--- src/rtl/reg_scoreboard.sv ---
// Register-status scoreboard for a 5-stage pipeline.
// Tracks the writers sitting in EX and MEM, publishes a per-register
// forwarding status to the ID stage, and raises a load-use stall that
// holds ID and drops a bubble into EX.
module reg_scoreboard #(
  parameter int NREG = 8,
  parameter int RW   = 3
) (
  input  logic          clk,
  input  logic          reset,
  input  logic          stall_in,
  input  logic          flush,
  input  logic          id_valid,
  input  logic          id_writes,
  input  logic          id_is_load,
  input  logic [RW-1:0] id_rd,
  input  logic [RW-1:0] id_ra,
  input  logic [RW-1:0] id_rb,
  input  logic          id_use_ra,
  input  logic          id_use_rb,
  output logic [2:0]    register_invalid [NREG-1:0],
  output logic          hazard_stall,
  output logic [1:0]    inflight
);

  // Status codes as seen by the instruction in ID.
  localparam logic [2:0] ST_REGFILE = 3'd0;  // WB is covered by regfile bypass
  localparam logic [2:0] ST_LOAD_EX = 3'd1;  // load result not yet available
  localparam logic [2:0] ST_FWD_EX  = 3'd2;  // forward from EX/MEM latch
  localparam logic [2:0] ST_FWD_MEM = 3'd3;  // forward from MEM/WB latch

  // EX slot keeps the load flag; MEM only needs validity and destination,
  // because any writer in MEM is forwardable regardless of its kind.
  logic          ex_v_reg;
  logic [RW-1:0] ex_rd_reg;
  logic          ex_ld_reg;
  logic          mem_v_reg;
  logic [RW-1:0] mem_rd_reg;

  logic [2:0]    status_a;
  logic [2:0]    status_b;

  // Per-register status: the EX writer is younger, so it takes precedence.
  generate
    for (genvar gi = 0; gi < NREG; gi++) begin : g_status
      always_comb begin
        register_invalid[gi] = ST_REGFILE;
        if (ex_v_reg && (ex_rd_reg == RW'(gi))) begin
          register_invalid[gi] = ex_ld_reg ? ST_LOAD_EX : ST_FWD_EX;
        end else if (mem_v_reg && (mem_rd_reg == RW'(gi))) begin
          register_invalid[gi] = ST_FWD_MEM;
        end
      end
    end
  endgenerate

  // Load-use detection on the sources the ID instruction actually reads.
  always_comb begin
    status_a     = register_invalid[id_ra];
    status_b     = register_invalid[id_rb];
    hazard_stall = id_valid && !flush &&
                   ((id_use_ra && (status_a == ST_LOAD_EX)) ||
                    (id_use_rb && (status_b == ST_LOAD_EX)));
  end

  // Occupancy comes straight from the slot valid bits, never from ID.
  assign inflight = {1'b0, ex_v_reg} + {1'b0, mem_v_reg};

  // Slot advance: reset > freeze > flush/hazard bubble > normal issue.
  always_ff @(posedge clk) begin
    if (reset) begin
      ex_v_reg   <= 1'b0;
      ex_rd_reg  <= '0;
      ex_ld_reg  <= 1'b0;
      mem_v_reg  <= 1'b0;
      mem_rd_reg <= '0;
    end else if (!stall_in) begin
      // MEM always takes whatever EX held; the old MEM entry retires to WB
      // and is no longer tracked.
      mem_v_reg  <= ex_v_reg;
      mem_rd_reg <= ex_rd_reg;
      if (flush || hazard_stall) begin
        ex_v_reg <= 1'b0;
      end else begin
        ex_v_reg  <= id_valid && id_writes;
        ex_rd_reg <= id_rd;
        ex_ld_reg <= id_is_load;
      end
    end
  end

endmodule

--- config.mk ---
export PLATFORM = sky130hd
export DESIGN_NAME = reg_scoreboard
export DESIGN_NICKNAME = d
export VERILOG_FILES = /design/src/rtl/reg_scoreboard.sv
export SDC_FILE = /design/constraint.sdc
export NUM_CORES = 1
export LEC_CHECK = 0
export BUFFER_PORTS_ARGS = -buffer_cell sky130_fd_sc_hd__buf_2
export CAP_MARGIN = 20
export CORE_MARGIN = 8
export CORE_UTILIZATION = 45
export DETAILED_ROUTE_END_ITERATION = 8
export PLACE_DENSITY = 0.78
export SLEW_MARGIN = 40
export SYNTH_ARGS = -nofsm -noshare
export SYNTH_HDL_FRONTEND = slang
export SYNTH_SLANG_ARGS = --single-unit
--- constraint.sdc ---
create_clock -name clk -period 1.3 [get_ports clk]
set_input_delay 0.13 -clock clk [delete_from_list [all_inputs] [get_ports clk]]
set_output_delay 0.13 -clock clk [all_outputs]
set_load 0.005 [all_outputs]
---- Word-level counts from Yosys, hierarchy flattened ----
Index checks and enable logic that the tools add are counted.
storage, ports and cells
  bits in registers ....................... 9
  input bits .............................. 18
  output and inout bits ................... 27
cells by class
  $add $sub $neg .......................... 1
  order comparisons ....................... 2
  equality and inequality tests ........... 16
  multiplexer cells ....................... 22
  bitwise logic cells ..................... 2
  reduce and logical (&&, ||, !) cells .... 27
operators by type and width
  kind                count
  $mux 2              17
  $eq 3x3->1 const B  8
  $logic_and 1x1->1   21
  $bmux 3 s3          2
  $eq 3x1->1 const B  4
  $eq 3x2->1 const B  4
  $lt 3x4->1 const B  2
  $logic_not 3->1     2
  $mux 3              2
  $add 1x1->2         1
  $logic_or 1x1->1    2
  $not 1->1           2
  $reduce_and 2->1    1
  $logic_not 1->1     1
  $mux 1              1

---- Longest topological paths before layout ----
Gate-level depths: netlist (run 1).
  depth in word-level cells ............... 13
  gate-level depth with buffers ........... 6
  gate-level depth less buffers ........... 4

---- Worst setup path before layout (run 1) ----
No wires, ideal clock.
  path kind ............................... flip-flop to output port
  start ................................... reg ex_rd_reg[2]
  end ..................................... out register_invalid[13] (netlist bit)
  data arrival time ....................... 1.095 ns
  path slack .............................. 0.075 ns
  stages on the path, launching flop included .. 5
  buffers on the path ..................... 1
  cell sequence ........................... dfxtp_1 buf_2 nand2_1 o311ai_1 o41ai_1
RTL lines
  what                    RTL line  text
  start, declared         35        logic [RW-1:0] ex_rd_reg;
  start signal, assigned  86        ex_rd_reg <= id_rd;
  end, declared           21        output logic [2:0] register_invalid [NREG-1:0],

==> results of run 1 <==
==> power by group through the flow <==
stage / Combinational (mW) / Sequential [mW] / Clock, mW
final: 0.296 / 0.324 / 0.229
after global routing: 0.318 / 0.327 / 0.251
after CTS: 0.271 / 0.322 / 0.233
after detailed placement: 0.214 / 0.322 / 0
after global placement: 0.206 / 0.321 / 0
after floorplan: 0.160 / 0.309 / 0
==> kinds of logic (layout without fill, tap and decap cells) <==
logic type | count (synthesis) | count (layout) | share of synthesized area [%]
AOI/OAI and AO/OA | 24 | 24 | 19.2
DFF | 9 | 9 | 19.4
other | 1 | 8 | 0.403
and+or+nand+nor | 58 | 58 | 35.3
adders and majority gates | 1 | 1 | 1.35
xor gates and xnor gates | 6 | 6 | 5.65
muxes | 5 | 5 | 5.92
buffers and inverters | 18 | 66 | 12.8
==> synth_stat cells (3+ instances only) <==
cell,count
nor3b_2,3
mux2i_1,4
dfxtp_1,9
nor3b_1,3
nand3_1,10
nand2b_1,3
o31ai_1,6
buf_4,8
buf_2,5
o211ai_1,4
nand2_1,14
xnor2_1,6
a32oi_1,3
nor2_1,7
o21ai_0,4
nand4_1,6
nor2b_1,6
==> cells in the final DEF (no fill, tap or decap), drive strengths merged, types with 3 or more instances in the layout <==
cell type and n:
o31ai 6, nand2 14, nor2b 6, o211ai 4
a32oi 3, clkbuf 3, mux2i 4, conb 8
nand2b 3, nor2 7, nand3 10, nand4 6
dfxtp 9, o21ai 4, nor3b 6, xnor2 6
buf 61
==> worst max-delay path by stage <==
stage / startpoint / to / slack, ns / cells past startpoint
6_report: mem_rd_reg[0] / register_invalid[4] / -0.18 / 4
5_1_grt: ex_rd_reg[1] / register_invalid[7] / -0.28 / 5
4_1_cts: ex_rd_reg[2] / register_invalid[7] / -0.17 / 5
3_5_place_dp: ex_rd_reg[0] / register_invalid[10] / -0.11 / 4
3_3_place_gp: ex_rd_reg[0] / register_invalid[10] / -0.02 / 4
2_1_floorplan: ex_rd_reg[2] / register_invalid[13] / 0.08 / 4
==> layer usage <==
| metal | global-route usage (%) | vias to the layer above | part of all wire (%) | wire (um) |
|---|---|---|---|---|
| met5 | 0 | - | 0 | 0 |
| met4 | 8.44 | 0 | 2.0 | 65 |
| met3 | 5.01 | 9 | 6.3 | 207 |
| met2 | 29.9 | 47 | 53 | 1760 |
| met1 | 18.6 | 517 | 38 | 1260 |
| li1 | - | 550 | - | - |
==> cell type report <==
type                       count  area, um^2  share of cell area (%)
clock inverter                 1        5.00                   0.339
tap                           27        33.8                    2.29
timing repair buffer          61         398                    26.9
sequential                     9         195                    13.2
clock buffer                   3        22.5                    1.53
multi-input combinational    102         818                    55.4
inverter                       1        3.75                   0.254
==> timing repair <==
action / in CTS / in global routing
setup endpoints to repair: 23 / 23
setup buffers: 7 / 1
pin swaps: 15 / 8
resized for setup: 32 / 17
==> worst reg2reg max path, delay by kind of cell, from the launching register on <==
kind / cells / cell delay (ns)
AOI/OAI and AO/OA: 1 / 0.13
and+or+nand+nor: 3 / 0.50
buffers and inverters: 2 / 0.33
DFF: 1 / 0.37
==> flow_metrics.tcl, run 1 <==
set metrics [dict create \
    grt_pass1_vias 1133 \
    die_w_um 61.5 \
    p_int_mw 0.560 \
    status "complete, but fails checks" \
    holdWs_ns 0.177 \
    crit-reg2reg-launch "ex_v_reg" \
    synth_seq_cells 9 \
    core_um2 1960 \
    reg2reg_to "ex_rd_reg[2]" \
    clk_latency_ns 0.27 \
    fillers 144 \
    dr.first_iter.drc_count 34 \
    synthTopCellsByArea "dfxtp_1 (19%), buf_4 (6.5%), nand2_1 (5.7%)" \
    drive_gt1_share_pct 57.6 \
    layout_min_cycle_time_ns 1.48 \
    required_ns 1.17 \
    grt-ovfl-total 0 \
    tns_ns -2.59 \
    root_buffer "clkbuf_4" \
    hp-class "in2reg" \
    power_switching_mw 0.289 \
    rsz0062_at_grt "true" \
    pwr-share-comb_pct 34.9 \
    syn_area_um2 930 \
    grt_first_pass_wirelength_um 4920 \
    clk_path_buf_depth 2 \
    drt-wirelength-per-cell_um 16.1 \
    crit_family "flip-flops" \
    synthDistinctLibCells 34 \
    start_util_pct 47.4 \
    cp_cell_sequence "nor2b_1 -> o211ai_1 -> o31ai_1 -> buf_2" \
    dr.pass1.iters 4 \
    clk_pin_slew_worst_paths_ns 0.07 \
    cap_viol_max_count 0 \
    avgSynthCellArea_um2 7.62 \
    yosysTopAreaCell "dfxtp_1" \
    synth_edf_count 0 \
    setup_ws_ns -0.182 \
    ys.flop_type "dfxtp_1" \
    final_cell_area_um2 1480 \
    crit_buf_inv 1 \
    irDropWorstVdd_v 0.000608 \
    clock_power_share_pct 26.9 \
    detail-route-antenna-nets 0 \
    p_sw_share_pct 34.0 \
    die-area_um2 3780 \
    num_vias 1123 \
    antenna_found_initial 0 \
    holdPathStages 3 \
    placed_cell_area_um2 1180 \
    ys_seq_area_share_pct 19.4 \
    cts-htree-levels 1 \
    dpl_worst_slack_ns -0.114 \
    ff2ff_setup_slack_ns -0.10 \
    cts_tree "done" \
    cts_buffers 3 \
    cp_slowest_stage_delay_ns 0.47 \
    critPathKind "reg2out" \
    row_count 16 \
    maxSlewViolCount 0 \
    reg2reg_depth 6 \
    area_growth_pct 58.8 \
    drc_errors 0 \
    dieHeight_um 61.5 \
    wl_um 3290 \
    total_power_mw 0.850 \
    fin_util_pct 75.3 \
    power.density_nw_per_um2 575 \
    viasPerCell 5.50 \
    gp_congestion 0.823 \
    diodes 0 \
    skew_ns 0.00771 \
    yosys.area.top_type_share_pct 19.4 \
    holdPathEnd "ex_ld_reg" \
    dp.cells 192 \
    cts.sinks 9 \
    min_from "id_is_load" \
    dpl.hpwl_um 2190 \
    grt_max_degree 18 \
    post-route-period-util_pct 114 \
    violations "setup timing" \
    max_freq_mhz 675 \
    setup_viol 20 \
    power_frac_seq_pct 38.2 \
    crit_path_max_fanout 6 \
    final_nets 197 \
    leakage_nw 0.710 \
    ctsHoldBuffers 0 \
    slowest_stage "dfxtp_1" \
    hold_viol 0 \
    async_flop_share_pct 0 \
    grt_use_total_pct 17.2 \
    synthCells 122 \
    end_kind "output port" \
    layout.cells.non_filler 204 \
    ys_warn_count 0 \
    cp-start-kind "register" \
    io_pins 45 \
    arrival_ns 1.35 \
    io_buffers 36 \
]
Power figures use the tool's default switching activity.
==> run 2, diff against run 1 <==
- CAP_MARGIN: 20 -> 30
- CTS_CLUSTER_SIZE: unset -> 20
- SKIP_CTS_REPAIR_TIMING: unset -> 1
==> run 2 against run 1 <==
The flow still finishes with violations (setup timing). Setup slack got worse by 0.015 ns. Global-route usage decreased by 2.3 points. Total power is 4.4% lower. Sequential power hardly changed. Fmax down 1.0%. Die area is the same. Cell count decreased by 2.0%. Sequential share of layout area increased by 0.72 points. Flip-flop and latch count unchanged. Wire length shrank 10%. Combinational power shrank 12%.
==> flow_metrics.tcl, run 2 (synthesis results as in run 1) <==
set metrics [dict create \
    status "complete, but fails checks" \
    violations "setup timing" \
    io_buffers 36 \
    post-route-period-util_pct 115 \
    required_ns 1.17 \
    hold_viol 0 \
    hp-class "in2reg" \
    grt-ovfl-total 0 \
    grt_pass1_vias 982 \
    antenna_found_initial 0 \
    tns_ns -2.60 \
    start_util_pct 47.4 \
    die_w_um 61.5 \
    drive_gt1_share_pct 52.6 \
    grt_max_degree 18 \
    detail-route-antenna-nets 0 \
    cap_viol_max_count 0 \
    layout_min_cycle_time_ns 1.50 \
    dr.pass1.iters 4 \
    layout_commonest_cell "buf_2" \
    leakage_nw 0.658 \
    setup_ws_ns -0.198 \
    dr.first_iter.drc_count 42 \
    holdWs_ns 0.172 \
    core_um2 1960 \
    diodes 0 \
    clk_path_buf_depth 2 \
    dp.cells 192 \
    rsz0062_at_grt "true" \
    grt_first_pass_wirelength_um 4250 \
    max_freq_mhz 668 \
    end_kind "output port" \
    cp-start-kind "register" \
    final-seq-area_um2 194 \
    skew_ns 0.00987 \
    arrival_ns 1.37 \
    holdPathStages 3 \
    area_growth_pct 49.7 \
    clk_pin_slew_worst_paths_ns 0.07 \
    ff2ff_setup_slack_ns -0.06 \
    num_vias 1095 \
    final_cell_mix "buf_2 (36), buf_4 (16), nand2_1 (13)" \
    crit-reg2reg-launch "ex_v_reg" \
    setup_viol 20 \
    layout.cells.non_filler 200 \
    power.density_nw_per_um2 584 \
    irDropWorstVdd_v 0.000577 \
    final_nets 193 \
    cts-htree-levels 1 \
    dpl.hpwl_um 2190 \
    holdPathEnd "ex_ld_reg" \
    multi_input_area_um2 776 \
    crit_path_max_fanout 10 \
    final_cell_area_um2 1390 \
    critPathKind "reg2out" \
    cts_tree "done" \
    die-area_um2 3780 \
    reg2reg_depth 5 \
    cts_buffers 3 \
    viasPerCell 5.48 \
    io_pins 45 \
    placed_cell_area_um2 1180 \
    drc_errors 0 \
    min_from "id_is_load" \
    row_count 16 \
    cts.sinks 9 \
    wl_um 2960 \
    reg2reg_to "ex_rd_reg[2]" \
    clk_latency_ns 0.27 \
    drt-wirelength-per-cell_um 14.8 \
    fillers 165 \
    root_buffer "clkbuf_4" \
    maxSlewViolCount 0 \
    gp_congestion 0.823 \
    dieHeight_um 61.5 \
    grt_use_total_pct 14.9 \
    fin_util_pct 70.9 \
]
run 2: power breakdown:
part | internal, mW | total (mW) | leakage, nW | switching [mW]
Combinational | 0.134 | 0.259 | 0.564 | 0.125
Sequential | 0.291 | 0.324 | 0.0764 | 0.0331
Clock | 0.114 | 0.229 | 0.0177 | 0.115
Total | 0.539 | 0.812 | 0.658 | 0.273
run 2: layout make-up:
type                            instances  area share, %
Sequential cell                         9           13.9
Clock buffer                            3           1.62
Inverter                                1          0.270
Clock inverter                          1          0.360
Timing Repair Buffer                   57           25.6
Multi-Input combinational cell        102           55.8
Tap cell                               27           2.43
run 2: worst max-delay path, stage by stage (launching register included):
cell and delay (ns):
dfxtp_4 0.39, buf_6 0.14, o311ai_2 0.29, o41ai_1 0.13, buf_2 0.15
run 2: stage by stage:
stage / total power [mW] / worst slack (ns)
after floorplan: 0.469 / 0.0754
after global placement: 0.527 / -0.0217
after detailed placement: 0.537 / -0.114
after CTS: 0.763 / -0.408
after global routing: 0.861 / -0.301
final: 0.812 / -0.198
run 2: worst max-delay path by stage:
stage                                       to  slack, ns          from
final                     register_invalid[13]      -0.20  ex_rd_reg[1]
after global routing              hazard_stall      -0.30  ex_rd_reg[2]
after CTS                 register_invalid[10]      -0.41  ex_rd_reg[0]
after detailed placement  register_invalid[10]      -0.11  ex_rd_reg[0]
after global placement    register_invalid[10]      -0.02  ex_rd_reg[0]
after floorplan           register_invalid[13]       0.08  ex_rd_reg[2]
run 2: layer usage:
layer / global-route usage [%] / routed length, um
met5: 0 / 0
met4: 6.49 / 25
met3: 4.38 / 195
met2: 25.8 / 1570
met1: 16.3 / 1170
==> run 3, diff against run 2 <==
- ABC_AREA: unset -> 1
==> run 3 against run 2 <==
The flow still finishes with violations (setup timing). Register-to-register slack got worse by 0.32 ns. Total power fell by 4.5%. Die area fell by 0.60%. Global-route usage fell by 0.50 points. Clock power fell by 4%. Largest cell class unchanged.
==> flow_metrics.tcl, run 3 <==
set metrics [dict create \
    yosysTopAreaCell "nand2_1" \
    drc_errors 0 \
    clk_path_buf_depth 2 \
    dpl.hpwl_um 2380 \
    dpl_worst_slack_ns -0.216 \
    critPathKind "reg2out" \
    synth_seq_cells 9 \
    ys_warn_count 0 \
    setup_ws_ns -0.476 \
    power.density_nw_per_um2 503 \
    max_freq_mhz 563 \
    dr.first_iter.drc_count 38 \
    synthDistinctLibCells 18 \
    start_util_pct 47.5 \
    num_vias 1279 \
    io_pins 45 \
    ys.flop_type "dfxtp_1" \
    leakage_nw 0.868 \
    tns_ns -4.92 \
    crit_path_max_fanout 6 \
    dieHeight_um 61.3 \
    core_um2 1940 \
    setup_viol 22 \
    critPathMostFrequentCell "nand3_2" \
    required_ns 1.17 \
    cp-start-kind "register" \
    syn_area_um2 922 \
    arrival_ns 1.65 \
    area_growth_pct 67.3 \
    cp_cell_sequence "inv_4 -> nor2_4 -> nand3_2 -> nand2_2 -> nand3_2 -> nand3_2 -> nand3_2 -> nand2_2 -> nand2_4 -> inv_2 -> buf_6" \
    cts_tree "done" \
    cts_buffers 3 \
    drt-wirelength-per-cell_um 13.0 \
    maxSlewViolCount 0 \
    end_kind "output port" \
    cap_viol_max_count 0 \
    avgSynthCellArea_um2 5.46 \
    status "complete, but fails checks" \
    gp_congestion 0.867 \
    ff2ff_setup_slack_ns -0.38 \
    wl_um 3330 \
    grt_pass1_vias 1055 \
    final_nets 249 \
    skew_ns 0.00691 \
    die-area_um2 3750 \
    cp_slowest_stage_delay_ns 0.40 \
    hold_viol 0 \
    synth_edf_count 0 \
    cts.sinks 9 \
    viasPerCell 5.00 \
    hp-class "in2reg" \
    rsz0062_at_grt "true" \
    row_count 16 \
    irDropWorstVdd_v 0.000477 \
    layout.cells.non_filler 256 \
    die_w_um 61.3 \
    grt_use_total_pct 14.4 \
    synth_common_cells "nand2_1 (55), inv_1 (22), nand3_1 (20), nor2_1 (16)" \
    holdWs_ns 0.0442 \
    layout_commonest_cell "nand2_1" \
    io_buffers 36 \
    yosys.area.top_type_share_pct 22.4 \
    clk_pin_slew_worst_paths_ns 0.07 \
    clk_latency_ns 0.26 \
    violations "setup timing" \
    async_flop_share_pct 0 \
    detail-route-antenna-nets 0 \
    synthTopCellsByArea "nand2_1 (22%), dfxtp_1 (20%), nand3_1 (11%)" \
    dr.pass1.iters 4 \
    post-route-period-util_pct 137 \
    ys_seq_area_share_pct 19.5 \
    cts-htree-levels 1 \
    final_cell_mix "nand2_1 (38), buf_2 (32), inv_1 (19)" \
    dp.cells 247 \
    layout_min_cycle_time_ns 1.78 \
    antenna_found_initial 0 \
    synthCells 169 \
    root_buffer "clkbuf_4" \
    drive_gt1_share_pct 52.0 \
    diodes 0 \
    grt-ovfl-total 0 \
    yosysMostFrequentCell "nand2_1" \
    grt_first_pass_wirelength_um 4280 \
    grt_max_degree 12 \
    slowest_stage "dfxtp_4" \
]
==> run 3: worst max-delay path, delay by kind of cell, from the launching register on <==
kind,cells,cell delay (ns)
and+or+nand+nor,8,0.79
DFF,1,0.40
buffers and inverters,3,0.20
==> run 3: metrics by stage <==
step                      power, mW  utilization, %  cell area (um^2)
after floorplan               0.465               -              1040
after global placement        0.514            68.0              1320
after detailed placement      0.520            68.0              1320
after CTS                     0.737            69.5              1350
after global routing          0.822            79.4              1540
final                         0.776            79.4              1540
==> run 3: final timing paths <==
check	start	end	cells past startpoint
setup / recovery	ex_rd_reg[0]	hazard_stall	11
hold / removal	reset	ex_v_reg	2
setup reg to reg	ex_rd_reg[0]	ex_rd_reg[2]	12
hold reg to reg	mem_rd_reg[2]	mem_rd_reg[2]	2
==> run 3: layout make-up <==
cell class,count,area (um^2)
Fill cell,145,399
Tap cell,27,33.8
Timing Repair Buffer,59,400
Multi-Input combinational cell,133,783
Clock inverter,1,5.00
Clock buffer,3,22.5
Inverter,24,100
Sequential cell,9,198
==> run 3: cells by family after synthesis <==
group                    Yosys count  synth area share (%)
AND/OR/NAND/NOR                  106                  51.7
other                              1                 0.407
adder cells (fa/ha/maj)            1                  1.36
flip-flops                         9                  19.5
AO/OA/AOI/OAI                     18                  9.77
buffers and inverters             34                  17.2
==> run 3: power breakdown <==
group | switching, mW | leakage, nW | total [mW] | internal, mW
clock | 0.107 | 0.0177 | 0.220 | 0.114
combinational | 0.134 | 0.773 | 0.229 | 0.0953
sequential | 0.0363 | 0.0776 | 0.326 | 0.290
==> run 3: metal layers <==
layer  vias up  GRT usage (%)  wire length (um)
li1        642              -                 -
met1       579           16.9              1210
met2        52           26.6              1840
met3         6           2.71               243
met4         0           1.66                36
met5         -              0                 0
